`src/rtl/uart_pkg.sv`:
```
// Shared UART definitions: parity encodings and FSM state encoding.
// Used by both the transmitter and the matching receiver.
package uart_pkg;

    localparam logic [1:0] PAR_NONE = 2'b00;
    localparam logic [1:0] PAR_ODD  = 2'b01;
    localparam logic [1:0] PAR_EVEN = 2'b10;

    localparam logic [2:0] ST_IDLE   = 3'd0;
    localparam logic [2:0] ST_START  = 3'd1;
    localparam logic [2:0] ST_DATA   = 3'd2;
    localparam logic [2:0] ST_PARITY = 3'd3;
    localparam logic [2:0] ST_STOP   = 3'd4;

    typedef enum logic [2:0] {
        StIdle   = ST_IDLE,
        StStart  = ST_START,
        StData   = ST_DATA,
        StParity = ST_PARITY,
        StStop   = ST_STOP
    } tx_state_e;

endpackage

```
`src/rtl/uart_tx_cfg_if.sv`:
```
// FIFO-side and line-side signals of the configurable UART transmitter.
// master drives the FIFO/config side, slave is the transmitter.
interface uart_tx_cfg_if #(
    parameter int unsigned DATA_BITS = 8
);
    logic                 i_Tx_DV;
    logic [DATA_BITS-1:0] i_Tx_Byte;
    logic [1:0]           i_Parity;
    logic                 i_Two_Stop;
    logic                 o_fifo_rd;
    logic                 o_Tx_Active;
    logic                 o_Tx_Serial;
    logic                 o_Tx_Done;

    modport master (
        output i_Tx_DV, i_Tx_Byte, i_Parity, i_Two_Stop,
        input  o_fifo_rd, o_Tx_Active, o_Tx_Serial, o_Tx_Done
    );

    modport slave (
        input  i_Tx_DV, i_Tx_Byte, i_Parity, i_Two_Stop,
        output o_fifo_rd, o_Tx_Active, o_Tx_Serial, o_Tx_Done
    );
endinterface

```
`src/rtl/uart_baud_cnt.sv`:
```
// Baud-rate divider: counts 0..CLKS_PER_BIT-1 while enabled, flags the last clock of a bit.
// Shared by the TX and RX sides.
module uart_baud_cnt #(
    parameter int unsigned CLKS_PER_BIT = 104
) (
    input  logic i_Clock,
    input  logic i_Rst_n,
    input  logic i_En,
    output logic o_Bit_End
);
    localparam int unsigned CntW = (CLKS_PER_BIT > 1) ? $clog2(CLKS_PER_BIT) : 1;
    localparam logic [CntW-1:0] CntLast = CntW'(CLKS_PER_BIT - 1);

    logic [CntW-1:0] cnt_q;

    assign o_Bit_End = i_En && (cnt_q == CntLast);

    always_ff @(posedge i_Clock) begin
        if (!i_Rst_n) begin
            cnt_q <= '0;
        end else if (i_En) begin
            cnt_q <= o_Bit_End ? '0 : cnt_q + 1'b1;
        end
    end
endmodule

```
`src/rtl/uart_tx_cfg.sv`:
```
// UART transmitter with parameter data width, runtime parity and stop-bit count,
// fed from a first-word-fall-through FIFO; frames go out back to back.
module uart_tx_cfg #(
    parameter int unsigned CLKS_PER_BIT = 104,
    parameter int unsigned DATA_BITS    = 8
) (
    input  logic          i_Clock,
    input  logic          i_Rst_n,
    uart_tx_cfg_if.slave  tx
);
    import uart_pkg::*;

    localparam int unsigned IdxW = $clog2(DATA_BITS);

    tx_state_e            state_q;
    logic [DATA_BITS-1:0] data_q;
    logic [1:0]           par_q;
    logic                 two_stop_q;
    logic [IdxW-1:0]      idx_q;
    logic                 serial_q;
    logic                 active_q;
    logic                 done_q;
    logic                 rd_q;

    logic            bit_end;
    logic            par_en;
    logic            par_bit;
    logic            last_data;
    logic            last_stop;
    logic            frame_end;
    logic            take;
    logic [IdxW-1:0] idx_nx;

    uart_baud_cnt #(
        .CLKS_PER_BIT (CLKS_PER_BIT)
    ) u_baud_cnt (
        .i_Clock   (i_Clock),
        .i_Rst_n   (i_Rst_n),
        .i_En      (state_q != StIdle),
        .o_Bit_End (bit_end)
    );

    assign par_en    = (par_q == PAR_ODD) || (par_q == PAR_EVEN);
    assign par_bit   = (^data_q) ^ (par_q == PAR_ODD);
    assign last_data = (idx_q == IdxW'(DATA_BITS - 1));
    // Stop bits reuse the bit index: index 1 is the second stop bit.
    assign last_stop = (idx_q == {{(IdxW-1){1'b0}}, two_stop_q});
    assign frame_end = (state_q == StStop) && bit_end && last_stop;
    assign take      = tx.i_Tx_DV && ((state_q == StIdle) || frame_end);
    assign idx_nx    = idx_q + 1'b1;

    always_ff @(posedge i_Clock) begin
        if (!i_Rst_n) begin
            state_q    <= StIdle;
            data_q     <= '0;
            par_q      <= PAR_NONE;
            two_stop_q <= 1'b0;
            idx_q      <= '0;
            serial_q   <= 1'b1;
            active_q   <= 1'b0;
            done_q     <= 1'b0;
            rd_q       <= 1'b0;
        end else begin
            rd_q   <= 1'b0;
            done_q <= 1'b0;
            unique case (state_q)
                StIdle: serial_q <= 1'b1;
                StStart: begin
                    if (bit_end) begin
                        state_q  <= StData;
                        idx_q    <= '0;
                        serial_q <= data_q[0];
                    end
                end
                StData: begin
                    if (bit_end) begin
                        if (last_data) begin
                            idx_q <= '0;
                            if (par_en) begin
                                state_q  <= StParity;
                                serial_q <= par_bit;
                            end else begin
                                state_q  <= StStop;
                                serial_q <= 1'b1;
                            end
                        end else begin
                            idx_q    <= idx_nx;
                            serial_q <= data_q[idx_nx];
                        end
                    end
                end
                StParity: begin
                    if (bit_end) begin
                        state_q  <= StStop;
                        serial_q <= 1'b1;
                    end
                end
                StStop: begin
                    if (bit_end) begin
                        if (last_stop) begin
                            done_q   <= 1'b1;
                            state_q  <= StIdle;
                            active_q <= 1'b0;
                        end else begin
                            idx_q <= idx_nx;
                        end
                    end
                end
                default: state_q <= StIdle;
            endcase
            // A new frame start overrides the idle/end-of-frame updates above.
            if (take) begin
                data_q     <= tx.i_Tx_Byte;
                par_q      <= tx.i_Parity;
                two_stop_q <= tx.i_Two_Stop;
                rd_q       <= 1'b1;
                active_q   <= 1'b1;
                serial_q   <= 1'b0;
                idx_q      <= '0;
                state_q    <= StStart;
            end
        end
    end

    assign tx.o_Tx_Serial = serial_q;
    assign tx.o_Tx_Active = active_q;
    assign tx.o_Tx_Done   = done_q;
    assign tx.o_fifo_rd   = rd_q;
endmodule

```
`src/flat_wrapper.sv`:
```
// flat-port wrapper written by rule: the top's interface ports become plain ports
module uart_tx_cfg_flat import uart_pkg::*;
#(
    parameter int unsigned CLKS_PER_BIT = 104,
    parameter int unsigned DATA_BITS    = 8
)
  (i_Clock, i_Rst_n, tx_i_Tx_DV, tx_i_Tx_Byte, tx_i_Parity, tx_i_Two_Stop, tx_o_fifo_rd, tx_o_Tx_Active, tx_o_Tx_Serial, tx_o_Tx_Done);
  uart_tx_cfg_if #(.DATA_BITS(DATA_BITS)) tx_i ();
  input  logic i_Clock;
  input  logic i_Rst_n;
  input wire logic [$bits(tx_i.i_Tx_DV)-1:0] tx_i_Tx_DV;
  input wire logic [$bits(tx_i.i_Tx_Byte)-1:0] tx_i_Tx_Byte;
  input wire logic [$bits(tx_i.i_Parity)-1:0] tx_i_Parity;
  input wire logic [$bits(tx_i.i_Two_Stop)-1:0] tx_i_Two_Stop;
  output wire logic [$bits(tx_i.o_fifo_rd)-1:0] tx_o_fifo_rd;
  output wire logic [$bits(tx_i.o_Tx_Active)-1:0] tx_o_Tx_Active;
  output wire logic [$bits(tx_i.o_Tx_Serial)-1:0] tx_o_Tx_Serial;
  output wire logic [$bits(tx_i.o_Tx_Done)-1:0] tx_o_Tx_Done;
  assign tx_i.i_Tx_DV = tx_i_Tx_DV;
  assign tx_i.i_Tx_Byte = tx_i_Tx_Byte;
  assign tx_i.i_Parity = tx_i_Parity;
  assign tx_i.i_Two_Stop = tx_i_Two_Stop;
  assign tx_o_fifo_rd = tx_i.o_fifo_rd;
  assign tx_o_Tx_Active = tx_i.o_Tx_Active;
  assign tx_o_Tx_Serial = tx_i.o_Tx_Serial;
  assign tx_o_Tx_Done = tx_i.o_Tx_Done;
  uart_tx_cfg #(.CLKS_PER_BIT(CLKS_PER_BIT), .DATA_BITS(DATA_BITS)) u_core (.i_Clock(i_Clock), .i_Rst_n(i_Rst_n), .tx(tx_i));
endmodule
```
`config.mk`:
```
export PLATFORM = sky130hd
export DESIGN_NAME = uart_tx_cfg_flat
export DESIGN_NICKNAME = d
export VERILOG_FILES = /design/src/rtl/uart_pkg.sv /design/src/rtl/uart_tx_cfg_if.sv /design/src/rtl/uart_baud_cnt.sv /design/src/rtl/uart_tx_cfg.sv /design/src/flat_wrapper.sv
export SDC_FILE = /design/constraint.sdc
export NUM_CORES = 1
export LEC_CHECK = 0
export ABC_AREA = 1
export BUFFER_PORTS_ARGS = -buffer_cell sky130_fd_sc_hd__clkbuf_2
export CAP_MARGIN = 20
export CELL_PAD_IN_SITES_DETAIL_PLACEMENT = 1
export CELL_PAD_IN_SITES_GLOBAL_PLACEMENT = 1
export CORE_UTILIZATION = 35
export DETAILED_ROUTE_END_ITERATION = 8
export PLACE_DENSITY_LB_ADDON = 0.1
export SLEW_MARGIN = 20
export SYNTH_ARGS = -nofsm -noshare
export SYNTH_HDL_FRONTEND = slang
export SYNTH_SLANG_ARGS = --single-unit
export TNS_END_PERCENT = 10
```
`constraint.sdc`:
```
create_clock -name i_Clock -period 2.3 [get_ports i_Clock]
set_clock_uncertainty 0.15 [all_clocks]
set_input_delay 0.23 -clock i_Clock [delete_from_list [all_inputs] [get_ports i_Clock]]
set_output_delay 0.23 -clock i_Clock [all_outputs]
set_load 0.01 [all_outputs]
```
==> flow_summary.yaml, run 1 <==
cts:
  clk_pin_slew_ps: 110
  cts_buffers: 3
  cts_tree: "done"
  cts_buffer_depth: 2
  cts-root-buf: "clkbuf_8"
  clock-sinks: 28
  clock_latency_ps: 280
  htreeDepth: 1
grt:
  antenna_found_initial: 0
  grt_pass1_vias: 1409
  gr-usage-all-layers: 0.1851
  grt.overflow.total: 0
  grt_max_degree: 17
  grt_pass1_wl_mm: 6.458
critical_path:
  required_ps: 2320
  cp_max_fo: 11
  cp.arrival_ps: 2000
  r2r_setup_slack_ps: 310
  startpoint_type: "flop"
  critical_path_class: "flop to flop"
  reg2reg_from: "u_core.u_baud_cnt.cnt_q[0]"
  r2r_cells: 10
  crit_path_end_kind: "flop"
  r2r-end: "u_core.state_q[2]"
placement:
  routabilityCongestion: 0.7685
  portBuffers: 17
  hpwl_mm: 2.914
job:
  cap_violations: 0
logic_synthesis:
  synth_area_mm2: 0.001560
  synth-main-ff-cell: "dfxtp_1"
  synthXorXnorAreaFrac: 0.01123
  syn-num-nets: 245
  synthCells: 227
  synth-simple-area-share: 0.4002
  ys_ff_latch: 28
  synthAdderAreaFrac: 0.03208
  synth_seq_area_share: 0.3593
  synth_mux_area_frac: 0
  async_reset_ff_frac: 0
  avgSynthCellArea_um2: 6.873
  yosysWarnings: 0
  synth_top_family_by_area: "simple AND/OR/NAND/NOR gates"
  synth_cell_type_count: 26
  synth_edf_count: 0
  synth_compound_area_frac: 0.1026
sta:
  hold_viol: 0
  min_period_ps: 1986
  setup_viol: 0
  relSlewSlack: 0.6955
  rsz0062_at_grt: "no"
  min_period_over_period: 0.8636
  fmax_ghz: 0.5034
  fin_setup_tns_ps: 0
  worst_pin_slew_ps: 455.7
  slew_viol_final: 0
drt:
  wl_per_cell_um: 12.24
  drc: 0
  routed_wl_mm: 3.746
  postRouteAntennaNets: 0
  first_pass_iters: 4
  viasPerCell: 4.820
  num_vias: 1475
  drt-initial-drc-count: 30
power_and_ir_drop:
  ir_worst_vdd_v: 0.0005029
  total_leakage_power_nw: 0.8756
  p_per_area_mw_per_mm2: 954.9
  p_total_mw: 1.774
floorplanning:
  die_w_um: 68.77
  initial_utilization: 0.3765
  ios: 18
  die_h_um: 68.77
  core-area_mm2: 0.004144
  rows: 23
  die-area_mm2: 0.004729
worst_hold_path:
  hold_class: "primary input to flop"
  hold_depth: 4
  min-delay-start: "tx_i_Tx_DV"
  hold_end: "u_core.tx.o_Tx_Serial"
layout:
  fin_nets: 275
  antenna_cells: 0
  drive_gt1_frac: 0.1992
  syn_to_final_growth_pct: 19.09
status:
  status: "completed"
## worst max path at each step
stage / startpoint / endpoint / slack [ps]
after floorplan: u_core.idx_q[0] / u_core.tx.o_Tx_Serial / 650
after CTS: u_core.u_baud_cnt.cnt_q[0] / u_core.state_q[2] / 290
final: u_core.u_baud_cnt.cnt_q[0] / u_core.state_q[2] / 310
after global routing: u_core.u_baud_cnt.cnt_q[0] / u_core.data_q[3] / 90
after global placement: u_core.u_baud_cnt.cnt_q[0] / u_core.state_q[2] / 370
after detailed placement: u_core.u_baud_cnt.cnt_q[0] / u_core.state_q[2] / 310
## routing by layer
layer / track usage / part of all wire
met4: 0.02296 / 0.0043
met1: 0.2468 / 0.53
met3: 0.03947 / 0.019
met2: 0.3137 / 0.45
met5: 0 / 0
## worst max-delay path, stage by stage, from the launching register on
cell and delay [ps]:
dfxtp_1 410, ha_1 190, nand2_1 50, inv_1 60
nand2_2 60, nor2_2 170, nand2_2 120, nand2_4 80
nand2_4 100, nand2_1 370, nor3_1 110
## report_power, final
group	total (mW)	internal [mW]	switching, mW
Sequential	0.662	0.576	0.0858
Combinational	0.708	0.254	0.454
Clock	0.404	0.234	0.171
## cells in the final DEF (no fill, tap or decap)
| master | count |
|---|---|
| inv_2 | 3 |
| o21ai_1 | 3 |
| ha_1 | 4 |
| nor2_2 | 3 |
| o21ai_2 | 3 |
| nand2_4 | 3 |
| a31oi_1 | 1 |
| clkbuf_8 | 3 |
| xnor2_1 | 2 |
| nor2_1 | 20 |
| inv_1 | 28 |
| dfxtp_1 | 28 |
| a21oi_2 | 2 |
| o21a_1 | 1 |
| clkbuf_2 | 17 |
| nand3b_1 | 1 |
| a211oi_1 | 1 |
| nand2_2 | 15 |
| dlygate4sd3_1 | 11 |
| nand2_1 | 60 |
| nand3_1 | 21 |
| a21oi_1 | 7 |
| nand4_1 | 4 |
| nor3_1 | 4 |
| o21ai_0 | 9 |
| nor2_8 | 1 |
| bufinv_16 | 1 |
## repair_timing
action,4_1_cts,5_1_grt
setup buffers,0,0
hold buffers,11,0
hold endpoints to repair,11,0
gates resized for setup,0,0
setup endpoints to repair,0,0
## state kept, by name (all words and copies together), names as in the netlist
register / flops
u_core.tx.o_fifo_rd: 1
u_core.tx.o_Tx_Serial: 1
u_core.state_q: 3
u_core.par_q: 2
u_core.tx.o_Tx_Done: 1
u_core.two_stop_q: 1
u_core.u_baud_cnt.cnt_q: 7
u_core.tx.o_Tx_Active: 1
u_core.idx_q: 3
u_core.data_q: 8
## per-stage QoR
| stage | util | setup slack [ps] | instance area (um^2) | cells | hold WS (ps) |
|---|---|---|---|---|---|
| 5_1_grt | 0.4484 | 88.77 | 1858 | 306 | 165.0 |
| 4_1_cts | 0.4484 | 291.3 | 1858 | 306 | 126.5 |
| 3_3_place_gp | 0.4046 | 368.6 | 1677 | 291 | 277.9 |
| 3_5_place_dp | 0.4046 | 313.9 | 1677 | 291 | 282.3 |
| 6_report | 0.4484 | 313.7 | 1858 | 306 | 133.4 |
| 2_1_floorplan | - | 645.5 | 1560 | 227 | 181.3 |
## synthesized netlist by cell type, types with 2 or more instances
| cell type | instances | area, um^2 |
|---|---|---|
| a21oi_1 | 7 | 35.03 |
| a21oi_2 | 2 | 17.52 |
| dfxtp_1 | 28 | 560.5 |
| ha_1 | 4 | 50.05 |
| inv_1 | 28 | 105.1 |
| inv_2 | 3 | 11.26 |
| nand2_1 | 60 | 225.2 |
| nand2_2 | 15 | 93.84 |
| nand2_4 | 3 | 33.78 |
| nand3_1 | 21 | 105.1 |
| nand4_1 | 4 | 25.02 |
| nor2_1 | 20 | 75.07 |
| nor2_2 | 3 | 18.77 |
| nor3_1 | 4 | 20.02 |
| o21ai_0 | 9 | 45.04 |
| o21ai_1 | 3 | 15.01 |
| o21ai_2 | 3 | 26.28 |
| xnor2_1 | 2 | 17.52 |
## area by class of cell
| class | instances | area (um^2) |
|---|---|---|
| clock buffers | 3 | 41.29 |
| flip-flops and latches | 28 | 560.5 |
| clock inverters | 1 | 30.03 |
| fillers | 553 | 2286 |
| well taps | 50 | 62.56 |
| multi-input cells | 165 | 852.1 |
| inverters | 31 | 116.4 |
| repair buffers | 28 | 195.2 |
## cell families after synthesis
kind of cell | count (synthesis)
AND/OR/NAND/NOR | 132
buffers and inverters | 34
flip-flops | 28
AO/OA/AOI/OAI | 27
adder cells (fa/ha/maj) | 4
XOR/XNOR | 2
Power figures use the tool's default switching activity.
==> run 2: changes to the inputs <==
--- a/config.mk
+++ b/config.mk
@@ -7,12 +7,8 @@
 export LEC_CHECK = 0
 export ABC_AREA = 1
 export BUFFER_PORTS_ARGS = -buffer_cell sky130_fd_sc_hd__clkbuf_2
-export CAP_MARGIN = 20
-export CELL_PAD_IN_SITES_DETAIL_PLACEMENT = 1
-export CELL_PAD_IN_SITES_GLOBAL_PLACEMENT = 1
 export CORE_UTILIZATION = 35
 export DETAILED_ROUTE_END_ITERATION = 8
-export PLACE_DENSITY_LB_ADDON = 0.1
 export SLEW_MARGIN = 20
 export SYNTH_ARGS = -nofsm -noshare
 export SYNTH_HDL_FRONTEND = slang
==> constraint.sdc (replaced) <==
create_clock -name i_Clock -period 2.3 [get_ports i_Clock]
set_clock_uncertainty 0.15 [all_clocks]
set_input_delay 0.23 -clock i_Clock [delete_from_list [all_inputs] [get_ports i_Clock]]
set_output_delay 0.23 -clock i_Clock [all_outputs]
set_load 0.02 [all_outputs]
==> run 2 against run 1 <==
  * Cell area decreased by 4.4%
  * Utilization down 2.0 points
  * Register-to-register slack better by 150 ps
  * Critical path depth is 1 higher
  * Sequential power barely moved
  * Worst setup slack improved by 150 ps
  * First-iteration DRC count is 70% higher
  * Fmax is 8.3% higher
  * Non-clock buffer count fell by 5
  * Combinational power decreased by 0.8%
==> flow_summary.yaml, run 2 (synthesis results as in run 1) <==
sta:
  timing.final.ws_setup_ps: 466.6
  setup_viol: 0
  min_period_ps: 1833
  worst_pin_slew_ps: 326.1
  hold_viol: 0
  min_period_over_period: 0.7971
  fmax_ghz: 0.5454
  holdWs_ps: 1.567
  slew_viol_final: 0
  fin_setup_tns_ps: 0
  rsz0062_at_grt: "no"
  relSlewSlack: 0.7824
layout:
  final_common_cell: "nand2_1"
  final-seq-area_um2: 560.5
  syn_to_final_growth_pct: 13.79
  largest_registers: "u_core.data_q: 8 flops, u_core.u_baud_cnt.cnt_q: 7 flops"
  multi_input_area_um2: 852.1
  fin_nets: 270
  antenna_cells: 0
  postLayoutCoreUtil: 0.4284
  final_cell_mix: "nand2_1 (60), inv_1 (28), dfxtp_1 (28)"
  final_area_mm2: 0.001775
  regMostFlops: "u_core.data_q"
  num-fill-cells: 451
  drive_gt1_frac: 0.2040
  largest_reg_flops: 8
drt:
  drc: 0
  drt-initial-drc-count: 51
  postRouteAntennaNets: 0
  first_pass_iters: 4
  routed_wl_mm: 3.121
  viasPerCell: 4.640
  wl_per_cell_um: 10.40
  num_vias: 1392
cts:
  cts-root-buf: "clkbuf_8"
  clock_latency_ps: 270
  clock-sinks: 28
  cts_tree: "done"
  cts_buffers: 3
  htreeDepth: 1
  clk_pin_slew_ps: 90
  cts_setup_buffers: 0
  cts_buffer_depth: 2
placement:
  hpwl_mm: 2.412
  placed_area_mm2: 0.001684
  portBuffers: 17
  routabilityCongestion: 0.8159
  dpl_worst_slack_ps: 439.5
floorplanning:
  ios: 18
  die_h_um: 68.77
  die_w_um: 68.77
  initial_utilization: 0.3765
  core-area_mm2: 0.004144
  rows: 23
  die-area_mm2: 0.004729
critical_path:
  r2r_cells: 11
  critical_path_class: "flop to flop"
  cp.arrival_ps: 1900
  startpoint_type: "flop"
  cp_max_fo: 13
  reg2reg_from: "u_core.u_baud_cnt.cnt_q[0]"
  r2r-end: "u_core.data_q[6]"
  r2r_setup_slack_ps: 470
  required_ps: 2360
  crit_path_end_kind: "flop"
job:
  cap_violations: 0
grt:
  antenna_found_initial: 0
  grt_pass1_vias: 1285
  gr-usage-all-layers: 0.1565
  grt.overflow.total: 0
  grt_max_degree: 15
  grt_pass1_wl_mm: 5.568
power_and_ir_drop:
  ir_worst_vdd_v: 0.0004977
  p_per_area_mw_per_mm2: 918.1
  total_leakage_power_nw: 0.8410
worst_hold_path:
  hold_depth: 3
  hold_end: "u_core.par_q[1]"
  min-delay-start: "tx_i_Parity[1]"
  hold_class: "primary input to flop"
status:
  status: "completed"
-- run 2: what timing repair did --
action / CTS / global route
hold buffers: 5 / 0
resized for setup: 0 / 0
setup endpoints to repair: 0 / 0
hold endpoints to repair: 5 / 0
-- run 2: metal layers --
layer	part of all wire	wire length, um	global-route usage	vias up
li1	-	-	-	770
met1	0.55	1708	0.2179	597
met2	0.42	1305	0.2512	20
met3	0.023	71	0.01974	5
met4	0.012	36	0.04592	0
met5	0	0	0	-
-- run 2: critical path, cell delays in order, from the launching register on --
cell and delay (ps):
dfxtp_1 410, ha_1 190, nand2_1 50, inv_1 60, nand2_2 70, nor2_2 170
nand2_2 110, nand2_4 80, nand2_4 90, nor2_8 240, nand2_1 80, o21ai_1 80
-- run 2: final cells by class --
type / instances / area share
sequential: 28 / 0.3157
multi-input combinational: 165 / 0.4799
clock buffer: 3 / 0.02326
timing repair buffer: 23 / 0.08034
tap: 50 / 0.03524
inverter: 31 / 0.06554
-- run 2: metrics by stage --
stage	total power, mW	cells
global route	1.789	300
floorplan	1.232	227
finish	1.630	300
CTS	1.649	300
global placement	1.370	292
detailed placement	1.374	292
-- run 2: worst max-delay path by stage --
| stage | from | to | slack [ps] | depth (start not counted) |
|---|---|---|---|---|
| 2_1_floorplan | u_core.idx_q[0] | u_core.tx.o_Tx_Serial | 650 | 12 |
| 3_3_place_gp | u_core.u_baud_cnt.cnt_q[0] | u_core.state_q[2] | 480 | 11 |
| 3_5_place_dp | u_core.u_baud_cnt.cnt_q[0] | u_core.data_q[6] | 440 | 11 |
| 4_1_cts | u_core.u_baud_cnt.cnt_q[0] | u_core.data_q[6] | 410 | 11 |
| 5_1_grt | u_core.u_baud_cnt.cnt_q[0] | u_core.data_q[3] | 230 | 11 |
| 6_report | u_core.u_baud_cnt.cnt_q[0] | u_core.data_q[6] | 470 | 11 |
-- run 2: power by group --
part,leakage [nW],internal (mW),switching [mW]
logic,0.591,0.253,0.449
registers,0.229,0.576,0.0855
clock network,0.0216,0.118,0.148
total,0.841,0.947,0.683
==> run 3: changes to the inputs <==
--- a/config.mk
+++ b/config.mk
@@ -5,7 +5,7 @@
 export SDC_FILE = /design/constraint.sdc
 export NUM_CORES = 1
 export LEC_CHECK = 0
-export ABC_AREA = 1
+export ABC_AREA = 0
 export BUFFER_PORTS_ARGS = -buffer_cell sky130_fd_sc_hd__clkbuf_2
 export CORE_UTILIZATION = 35
 export DETAILED_ROUTE_END_ITERATION = 8
==> constraint.sdc (replaced) <==
create_clock -name i_Clock -period 1.6 [get_ports i_Clock]
set_clock_uncertainty 0.15 [all_clocks]
set_input_delay 0.16 -clock i_Clock [delete_from_list [all_inputs] [get_ports i_Clock]]
set_output_delay 0.16 -clock i_Clock [all_outputs]
set_load 0.02 [all_outputs]
==> run 3 against run 2 <==
  * The flow now finishes with violations (negative setup slack)
  * Sequential share of layout area decreased by 6.3 points
  * Worst setup slack got worse by 880 ps
  * Wire length increased by 24%
  * Clock power increased by 67%
  * Via count increased by 7.8%
  * Total power decreased by 9.6%
  * Synthesized area increased by 0.16%
  * Synthesized cell count decreased by 20%
  * Cell area increased by 27%
  * Final cell count decreased by 4.0%
  * Worst hold slack improved by 53 ps
==> flow_summary.yaml, run 3 <==
status:
  status: "finished with violations"
  violations: "negative setup slack"
sta:
  fmax_ghz: 0.4962
  setup_viol: 26
  min_period_over_period: 1.259
  slew_viol_final: 0
  worst_pin_slew_ps: 399.7
  timing.final.ws_setup_ps: -415.2
  relSlewSlack: 0.7307
  hold_viol: 0
  rsz0062_at_grt: "yes"
  min_period_ps: 2015
drt:
  postRouteAntennaNets: 0
  viasPerCell: 5.212
  drt-initial-drc-count: 35
  num_vias: 1501
  routed_wl_mm: 3.879
  first_pass_iters: 4
  wl_per_cell_um: 13.47
  drc: 0
critical_path:
  cp.arrival_ps: 2090
  startpoint_type: "flop"
  r2r_setup_slack_ps: -420
  r2r_cells: 6
  crit_path_end_kind: "flop"
  critical_path_class: "flop to flop"
  path_cells: "or3b_4 > or3_4 > buf_4 > o31a_1 > o22ai_1 > and2_1"
  required_ps: 1670
  cp_slowest_cell: "or3_4"
  max_stage_delay_ps: 430
  cp_max_fo: 8
logic_synthesis:
  synth_seq_area_share: 0.3587
  yosysMostFrequentCell: "dfxtp_1"
  synth_top_area_frac: 0.3587
  netlist_top_cells_count: "dfxtp_1 (28), o21ai_0 (20), nand3_1 (14), a21boi_0 (13), clkbuf_1 (10)"
  synthCells: 182
  synth_area_mm2: 0.001563
  ys_ff_latch: 28
  synth-main-ff-cell: "dfxtp_1"
  async_reset_ff_frac: 0
  yosysWarnings: 0
  yosys.area.top_type: "dfxtp_1"
  synth_edf_count: 0
  synth_cell_type_count: 44
  synth_area_leaders: "dfxtp_1 (36%), o21ai_0 (6.4%), a21boi_0 (6.2%), xnor2_1 (5.0%), nand3_1 (4.5%)"
  syn-num-nets: 200
  avgSynthCellArea_um2: 8.587
layout:
  drive_gt1_frac: 0.3950
  regMostFlops: "u_core.data_q"
  largest_reg_flops: 8
  final_area_mm2: 0.002258
  syn_to_final_growth_pct: 44.52
  num-fill-cells: 382
  final-seq-area_um2: 570.5
  multi_input_area_mm2: 0.001062
  final_common_cell: "buf_4"
  largest_registers: "u_core.data_q: 8 flops, u_core.u_baud_cnt.cnt_q: 7 flops"
  antenna_cells: 0
  fin_nets: 257
  final_cell_mix: "buf_4 (31), dfxtp_1 (20), clkbuf_2 (17)"
floorplanning:
  initial_utilization: 0.3771
  rows: 23
  die_h_um: 68.82
  core-area_mm2: 0.004144
  ios: 18
  die-area_mm2: 0.004736
  die_w_um: 68.82
placement:
  routabilityCongestion: 0.7895
  portBuffers: 17
  hpwl_mm: 2.757
  placed_area_mm2: 0.001942
grt:
  grt_pass1_vias: 1482
  antenna_found_initial: 0
  grt.overflow.total: 0
  grt_pass1_wl_mm: 6.651
  grt_max_degree: 23
  gr-usage-all-layers: 0.1853
power_and_ir_drop:
  pwr-share-seq: 0.512
  combinationalPowerShare: 0.186
  swShare: 0.2540
  p_int_mw: 1.099
  pwr-share-clk: 0.302
  ir_worst_vdd_v: 0.0004513
  total_leakage_power_nw: 0.8792
  p_per_area_mw_per_mm2: 652.1
  switchingPower_uw: 374.1
  p_total_mw: 1.473
job:
  cap_violations: 0
cts:
  cts_buffers: 3
  cts_tree: "done"
  clock_latency_ps: 270
  cts_buffer_depth: 2
  clock-sinks: 28
  cts-root-buf: "clkbuf_8"
  clk_pin_slew_ps: 100
  htreeDepth: 1
worst_hold_path:
  hold_depth: 3
  hold_class: "primary input to flop"
-- run 3: cell count changes in the layout (fill, tap and decap cells not counted), moves of 10 or more --
cell / change
nand2_2: -15
nand2_1: -53
nor2_1: -13
buf_4: +30
a21boi_1: +10
inv_1: -24
-- run 3: power by group through the flow --
stage	logic [mW]	registers (mW)	clock network, mW
after global placement	0.226	0.764	0
after floorplan	0.138	0.766	0
after detailed placement	0.230	0.763	0
final	0.274	0.754	0.444
after CTS	0.265	0.750	0.456
after global routing	0.304	0.758	0.476
-- run 3: final cells by class --
type                       count  area share
clock buffer                   4     0.02438
inverter                       4    0.006648
multi-input combinational    138      0.4704
sequential                    28      0.2526
tap                           50     0.02770
timing repair buffer          64      0.2183
-- run 3: stage by stage --
| step | setup slack (ps) | TNS (ps) | utilization | hold WS (ps) | instances |
|---|---|---|---|---|---|
| global placement | -417.1 | -8289 | 0.4686 | 255.3 | 271 |
| floorplan | -439.5 | -6702 | - | 156.6 | 182 |
| finish | -415.2 | -8413 | 0.5450 | 54.22 | 288 |
| CTS | -440.4 | -8457 | 0.5245 | 44.18 | 288 |
| detailed placement | -439.3 | -8706 | 0.4686 | 261.9 | 271 |
| global route | -511.3 | -10520 | 0.5450 | 83.03 | 288 |
-- run 3: repair_timing --
item / in CTS / in global routing
hold endpoints to repair: 11 / 0
gates resized for setup: 31 / 21
setup buffers: 2 / 0
pin swaps: 7 / 4
endpoints found under the setup margin: 26 / 28
hold buffers: 11 / 0
-- run 3: worst max-delay path, delay by kind of cell, from the launching register on --
| family | cells | cell delay (ps) |
|---|---|---|
| simple gates | 3 | 950 |
| flops | 1 | 330 |
| buf+inv | 1 | 160 |
| compound gates | 2 | 370 |
-- run 3: logic make-up (layout without fill, tap and decap cells) --
| kind of cell | after synthesis | count (layout) | share of synthesized area |
|---|---|---|---|
| adders and majority gates | 4 | 4 | 0.03203 |
| and+or+nand+nor | 57 | 57 | 0.2050 |
| AOI/OAI and AO/OA | 60 | 60 | 0.2442 |
| DFF | 28 | 28 | 0.3587 |
| muxes | 5 | 5 | 0.04003 |
| xor gates and xnor gates | 12 | 12 | 0.07606 |
| buffers and inverters | 16 | 72 | 0.04403 |
-- run 3: path summary, 6_finish.rpt --
kind,endpoint,start
worst min-delay path,u_core.tx.o_Tx_Active,tx_i_Tx_DV
worst max register to register,u_core.state_q[0],u_core.u_baud_cnt.cnt_q[4]
worst max-delay path,u_core.state_q[0],u_core.u_baud_cnt.cnt_q[4]
worst min register to register,u_core.par_q[1],u_core.par_q[1]
-- run 3: metal layers --
metal / GRT usage / wire length [um]
met3: 0.01809 / 99
met4: 0.03061 / 14
met1: 0.2678 / 1960
met5: 0 / 0
met2: 0.3015 / 1806
